<file path="config.mk">
export PLATFORM = sky130hd
export DESIGN_NAME = regfile_sb_flat
export DESIGN_NICKNAME = d
export VERILOG_FILES = /design/src/rtl/cpu_pkg.sv /design/src/rtl/regfile_sb_if.sv /design/src/rtl/regfile_sb_scoreboard.sv /design/src/rtl/regfile_sb.sv /design/src/flat_wrapper.sv
export SDC_FILE = /design/constraint.sdc
export NUM_CORES = 2
export LEC_CHECK = 0
export CORE_ASPECT_RATIO = 1.2
export CORE_MARGIN = 5
export CORE_UTILIZATION = 55
export DETAILED_ROUTE_END_ITERATION = 8
export PLACE_DENSITY = 0.72
export SLEW_MARGIN = 5
export SYNTH_ARGS = -nofsm -noshare
export SYNTH_HDL_FRONTEND = slang
export SYNTH_SLANG_ARGS = --single-unit
export TNS_END_PERCENT = 10
</file>
<file path="constraint.sdc">
create_clock -name clk -period 5 [get_ports clk]
set_clock_uncertainty 0.1 [all_clocks]
set_input_delay 1 -clock clk [delete_from_list [all_inputs] [get_ports clk]]
set_output_delay 1 -clock clk [all_outputs]
set_load 0.005 [all_outputs]
</file>
<file path="src/rtl/cpu_pkg.sv">
// Shared CPU datapath types and default widths.
package cpu_pkg;
  localparam int unsigned DATA_W_DEF = 32;
  localparam int unsigned ADDR_W_DEF = 5;

  typedef logic [ADDR_W_DEF-1:0] reg_addr_t;
  typedef logic [DATA_W_DEF-1:0] word_t;
endpackage

</file>
<file path="src/rtl/regfile_sb_if.sv">
// Decode/writeback bus of the register file: write, two reads, issue and busy lookups.
interface regfile_sb_if
  import cpu_pkg::*;
#(
  parameter int unsigned DATA_W = DATA_W_DEF,
  parameter int unsigned ADDR_W = ADDR_W_DEF
);
  logic              we;
  logic [ADDR_W-1:0] waddr;
  logic [DATA_W-1:0] wdata;
  logic [ADDR_W-1:0] raddr1;
  logic [ADDR_W-1:0] raddr2;
  logic [DATA_W-1:0] rdata1;
  logic [DATA_W-1:0] rdata2;
  logic              issue;
  logic [ADDR_W-1:0] issue_addr;
  logic              busy1;
  logic              busy2;

  modport master (
    output we, waddr, wdata, raddr1, raddr2, issue, issue_addr,
    input  rdata1, rdata2, busy1, busy2
  );

  modport slave (
    input  we, waddr, wdata, raddr1, raddr2, issue, issue_addr,
    output rdata1, rdata2, busy1, busy2
  );
endinterface

</file>
<file path="src/rtl/regfile_sb_scoreboard.sv">
// Per-register busy bits: issue sets, writeback clears, issue wins on the same register.
module regfile_sb_scoreboard
  import cpu_pkg::*;
#(
  parameter int unsigned ADDR_W   = ADDR_W_DEF,
  parameter bit          ZERO_REG = 1'b1
) (
  input  logic              clk,
  input  logic              rst,
  input  logic              issue,
  input  logic [ADDR_W-1:0] issue_addr,
  input  logic              we,
  input  logic [ADDR_W-1:0] waddr,
  input  logic [ADDR_W-1:0] raddr1,
  input  logic [ADDR_W-1:0] raddr2,
  output logic              busy_nxt1_c,
  output logic              busy_nxt2_c
);
  localparam int unsigned DEPTH = 2 ** ADDR_W;

  logic [DEPTH-1:0] busy;
  logic [DEPTH-1:0] busy_nxt;

  // Clear before set so a new producer issued on the same edge keeps the bit.
  always_comb begin
    busy_nxt = busy;
    if (we) begin
      busy_nxt[waddr] = 1'b0;
    end
    if (issue) begin
      busy_nxt[issue_addr] = 1'b1;
    end
    if (ZERO_REG) begin
      busy_nxt[0] = 1'b0;
    end
  end

  assign busy_nxt1_c = busy_nxt[raddr1];
  assign busy_nxt2_c = busy_nxt[raddr2];

  always_ff @(posedge clk) begin
    if (rst) begin
      busy <= '0;
    end else begin
      busy <= busy_nxt;
    end
  end
endmodule

</file>
<file path="src/rtl/regfile_sb.sv">
// Register file with two registered read ports, write-to-read bypass and busy scoreboard.
module regfile_sb
  import cpu_pkg::*;
#(
  parameter int unsigned DATA_W   = DATA_W_DEF,
  parameter int unsigned ADDR_W   = ADDR_W_DEF,
  parameter bit          ZERO_REG = 1'b1
) (
  input  logic         clk,
  input  logic         rst,
  regfile_sb_if.slave  bus
);
  localparam int unsigned DEPTH = 2 ** ADDR_W;

  logic [DATA_W-1:0] mem [DEPTH];
  logic              wr_ok_c;
  logic              zero1_c;
  logic              zero2_c;
  logic [DATA_W-1:0] rd1_c;
  logic [DATA_W-1:0] rd2_c;
  logic              busy_nxt1_c;
  logic              busy_nxt2_c;

  regfile_sb_scoreboard #(
    .ADDR_W   (ADDR_W),
    .ZERO_REG (ZERO_REG)
  ) u_sb (
    .clk         (clk),
    .rst         (rst),
    .issue       (bus.issue),
    .issue_addr  (bus.issue_addr),
    .we          (bus.we),
    .waddr       (bus.waddr),
    .raddr1      (bus.raddr1),
    .raddr2      (bus.raddr2),
    .busy_nxt1_c (busy_nxt1_c),
    .busy_nxt2_c (busy_nxt2_c)
  );

  assign wr_ok_c = bus.we && !(ZERO_REG && (bus.waddr == '0));
  assign zero1_c = ZERO_REG && (bus.raddr1 == '0);
  assign zero2_c = ZERO_REG && (bus.raddr2 == '0);

  // Read muxes return the post-write value of the addressed register.
  always_comb begin
    rd1_c = mem[bus.raddr1];
    rd2_c = mem[bus.raddr2];
    if (wr_ok_c && (bus.waddr == bus.raddr1)) begin
      rd1_c = bus.wdata;
    end
    if (wr_ok_c && (bus.waddr == bus.raddr2)) begin
      rd2_c = bus.wdata;
    end
    if (zero1_c) begin
      rd1_c = '0;
    end
    if (zero2_c) begin
      rd2_c = '0;
    end
  end

  always_ff @(posedge clk) begin
    if (rst) begin
      mem        <= '{default: '0};
      bus.rdata1 <= '0;
      bus.rdata2 <= '0;
      bus.busy1  <= 1'b0;
      bus.busy2  <= 1'b0;
    end else begin
      if (wr_ok_c) begin
        mem[bus.waddr] <= bus.wdata;
      end
      bus.rdata1 <= rd1_c;
      bus.rdata2 <= rd2_c;
      bus.busy1  <= busy_nxt1_c;
      bus.busy2  <= busy_nxt2_c;
    end
  end
endmodule

</file>
<file path="src/flat_wrapper.sv">
// flat-port wrapper written by rule: the top's interface ports become plain ports
module regfile_sb_flat import cpu_pkg::*;
#(
  parameter int unsigned DATA_W   = DATA_W_DEF,
  parameter int unsigned ADDR_W   = ADDR_W_DEF,
  parameter bit          ZERO_REG = 1'b1
)
  (clk, rst, bus_we, bus_waddr, bus_wdata, bus_raddr1, bus_raddr2, bus_issue, bus_issue_addr, bus_rdata1, bus_rdata2, bus_busy1, bus_busy2);
  regfile_sb_if #(.DATA_W(DATA_W), .ADDR_W(ADDR_W)) bus_i ();
  input  logic clk;
  input  logic rst;
  input wire logic [$bits(bus_i.we)-1:0] bus_we;
  input wire logic [$bits(bus_i.waddr)-1:0] bus_waddr;
  input wire logic [$bits(bus_i.wdata)-1:0] bus_wdata;
  input wire logic [$bits(bus_i.raddr1)-1:0] bus_raddr1;
  input wire logic [$bits(bus_i.raddr2)-1:0] bus_raddr2;
  input wire logic [$bits(bus_i.issue)-1:0] bus_issue;
  input wire logic [$bits(bus_i.issue_addr)-1:0] bus_issue_addr;
  output wire logic [$bits(bus_i.rdata1)-1:0] bus_rdata1;
  output wire logic [$bits(bus_i.rdata2)-1:0] bus_rdata2;
  output wire logic [$bits(bus_i.busy1)-1:0] bus_busy1;
  output wire logic [$bits(bus_i.busy2)-1:0] bus_busy2;
  assign bus_i.we = bus_we;
  assign bus_i.waddr = bus_waddr;
  assign bus_i.wdata = bus_wdata;
  assign bus_i.raddr1 = bus_raddr1;
  assign bus_i.raddr2 = bus_raddr2;
  assign bus_i.issue = bus_issue;
  assign bus_i.issue_addr = bus_issue_addr;
  assign bus_rdata1 = bus_i.rdata1;
  assign bus_rdata2 = bus_i.rdata2;
  assign bus_busy1 = bus_i.busy1;
  assign bus_busy2 = bus_i.busy2;
  regfile_sb #(.DATA_W(DATA_W), .ADDR_W(ADDR_W), .ZERO_REG(ZERO_REG)) u_core (.clk(clk), .rst(rst), .bus(bus_i));
endmodule
</file>
==> summary.md <==
| Metric | Value |
|---|---|
| Reg-to-reg startpoint | `u_core.mem[242]` |
| Clk buf depth | `3` |
| Core ar. | `99,800 um^2` |
| Fmax | `0.274 GHz` |
| Synth area leader | `dfxtp_1` |
| Worst Max-Slew Pin Slew | `approximately 1300 ps` |
| Synthesized flop and latch total | `roughly 1.1k` |
| TritonCTS Buffers | `approximately 110` |
| Layer with the highest usage | `met2` |
| # setup viols final | `0` |
| First-pass GRT wire length | `a little under 300,000 um` |
| Initial antenna violation count | `4` |
| Site Rows | `127` |
| Async set-reset flop share out of synthesis | `0%` |
| Number of vias per cell | `slightly below 7` |
| Max VDD drop | `just under 0.3 mV` |
| Max incr delay on CP | `~850 ps` |
| Commonest cells in the netlist | `nand2_1, dfxtp_1, a21oi_1, mux4_2, clkbuf_1` |
| Layout cells sized above 1 | `18.8%` |
| Drt pass-1 iters | `8` |
| Post-Syn Nets | `5,938` |
| Setup tns final | `0 ps` |
| Hold Crit Depth | `2` |
| # fillers | `about 8k` |
| Count leader, synth | `nand2_1` |
| Hold Fails Final Rpt | `0` |
| Sequential element share of the synthesized area | `roughly two fifths` |
| Clk slew on worst S/H paths | `approximately 70 ps` |
| Synth top area share | `40.7%` |
| Status | `finished, final reports clean` |
| Ys Warns | `0` |
| Start point of the worst min-delay path | `u_core.mem[441]` |
| Ys flop type | `dfxtp_1` |
| CP max stage cell | `clkdlybuf4s50_1` |
| Reg2Reg Depth | `4` |
| # IOs | `approximately 120` |
| Slew HR | `slightly above 10%` |
| CTS Sinks | `1,121` |
| Vias in the first global route | `46.0k` |
| Final Critical Period | `approximately 3600 ps` |
| Routed wire length | `around 200,000 um` |
| Worst-skew pair later-pin latency | `720 ps` |
| Worst Hold Class | `reg2reg` |
| Worst Hold Endpoint | `u_core.mem[441]` |
| PD cells | `approximately 320 nW/um^2` |
| Area growth from synthesis to layout | `11.7%` |
| Vias | `47.8k` |
| Crit Path Category | `in2reg` |
| Post-placement cell area | `slightly below 60,000 um^2` |
| Critical register-to-register path endpoint | `u_core.bus.rdata2[18]` |
| Syn Area/Cell | `approximately 9.4 um^2` |
| Yosys cell types | `63` |
| Post-detailed-route DRC marker count | `0` |
| Worst path cell trace | `clkdlybuf4s50_1 > or2_1 > o41ai_2 > nor4_1 > nand3_4 > buf_4 > nor2_1 > a211oi_1` |
| Post-CTS Hold Fix Bufs | `0` |
| Max_cap viols | `0` |
| Post-Syn Area | `about 55,000 um^2` |
| CTS root buffer | `clkbuf_16` |
| Total gr overflow | `0` |
| Finished Core Util | `a little over 60%` |
| PortBufs | `121` |
| Final GP Congestion | `0.877` |
| Final nets | `5,697` |
| GR met2 Demand/Resource | `a little under three fifths` |
| Largest net degree at the start of global routing | `about 200` |
| DRT antenna net count | `0` |
| Lkg Pwr | `between 15 and 20 nW` |
| Total track usage | `37.0%` |
| Routed len/inst | `28.9 um` |
| H-tree depth | `3` |
| Setup crit end kind | `flip-flop` |
| Setup slack, reg-to-reg | `between 2000 and 3000 ps` |
| Setup crit start kind | `input pin` |
| Setup Buffers After CTS | `0` |
| Design Area, Final | `around 60,000 um^2` |
| Mapped Cells | `just under 6k` |
| Data arrival, critical path | `between 4000 and 5000 ps` |
| Final worst-path cycle share | `72.9%` |
| Die width | `~300 um` |
| Number of flops mapped to enable cells by yosys | `0` |
| Initial Utilization | `55.2%` |
| RSZ-0062 raised after global routing | `false` |
| Die area | `approximately 110,000 um^2` |
| Slew Limit Fails | `0` |
| Worst Path Max Fanout | `56` |
| Grt met3 use | `under 10%` |
| Cts repair resizes | `0` |
| Synth area leaders | `dfxtp_1, mux4_2, nand2_1` |
| CTS tree | `yes` |
| Starting DRC count in detailed routing | `between 7k and 8k` |
| Die H | `around 360 um` |
| Required time of the worst setup path | `between 5000 and 6000 ps` |
| Hpwl dp | `112,000 um` |
| M1 GR Usage | `between 40% and 50%` |
==> power breakdown <==
group | internal [mW] | switching, mW
logic | 0.493 | 0.965
registers | 9.00 | 0.0484
clock network | 5.18 | 3.78
==> logic make-up after synthesis <==
| kind of cell | share of synthesized area [%] |
|---|---|
| muxes | 27.5 |
| AOI/OAI and AO/OA | 10.8 |
| xor gates and xnor gates | 0.159 |
| and+or+nand+nor | 16.1 |
| buffers and inverters | 4.67 |
| DFF | 40.7 |
==> metrics by stage <==
stage	setup slack, ps	std cells	hold WS (ps)	total power [mW]
floorplan	2000	5882	343	10.2
global placement	831	6820	348	10.7
detailed placement	761	6820	355	10.7
CTS	1490	7026	365	19.4
global route	1320	7026	381	19.9
finish	1350	7029	364	19.5
==> layout by cell type (no fill, tap or decap), types with 3 or more instances in the layout <==
cell	synthesis	final
a211oi_1	68	68
a21oi_1	1014	1014
a221oi_1	3	3
a22o_1	3	3
a2bb2oi_1	4	4
and2_2	0	4
buf_12	0	60
buf_4	4	105
buf_8	0	5
bufinv_16	0	14
clkbuf_1	468	18
clkbuf_16	0	111
clkbuf_8	0	25
clkdlybuf4s50_1	0	110
clkinv_2	0	25
clkinvlp_4	0	7
dfxtp_1	1121	1121
diode_2	0	3
inv_1	3	3
inv_6	0	3
mux2i_1	68	68
mux4_2	643	643
nand2_1	2027	2000
nand2_2	0	27
nand2b_1	9	6
nand2b_2	0	3
nand3_1	9	7
nand3b_1	9	9
nor2_1	149	122
nor2_4	0	27
nor2b_1	45	45
nor3_1	3	3
o21ai_0	3	3
o2bb2ai_1	4	4
xnor2_1	4	4
xor2_1	6	6
==> sequential cells by signal, indices dropped and copies added, names as in the netlist <==
signal	flops
u_core.bus.busy1	1
u_core.bus.rdata2	32
u_core.bus.busy2	1
u_core.mem	1024
u_core.bus.rdata1	32
u_core.u_sb.busy	31
==> cell type report <==
class | count | area (um^2) | share of cell area (%)
timing repair buffer | 281 | 3180 | 5.16
clock buffer | 154 | 3190 | 5.18
inverter | 3 | 11.3 | 0.0183
sequential | 1121 | 22400 | 36.4
clock inverter | 52 | 701 | 1.14
tap | 1290 | 1610 | 2.62
multi-input combinational | 4125 | 30400 | 49.4
antenna | 3 | 7.51 | 0.0122
==> routing by layer <==
layer  routed length (um)  vias to the layer above
met5                   28                        -
met2                89400                     3628
met3                26400                      966
met4                18100                        4
li1                     -                    20100
met1                69200                    23100
==> worst max-delay path by stage <==
stage / from / to / slack, ps
3_3_place_gp: bus_waddr[1] / u_core.bus.rdata2[4] / 830
4_1_cts: bus_waddr[1] / u_core.bus.rdata2[10] / 1490
6_report: bus_waddr[1] / u_core.bus.rdata2[10] / 1350
5_1_grt: bus_waddr[1] / u_core.bus.rdata2[10] / 1320
3_5_place_dp: bus_waddr[0] / u_core.bus.rdata1[9] / 760
2_1_floorplan: bus_raddr1[0] / u_core.bus.rdata1[10] / 2000
==> critical path, delay by kind of cell <==
| family | cells | cell delay (ps) |
|---|---|---|
| AOI/OAI and AO/OA | 2 | 210 |
| buffers and inverters | 2 | 1300 |
| and+or+nand+nor | 4 | 1520 |
No activity file was read; power rests on OpenSTA's default activity.
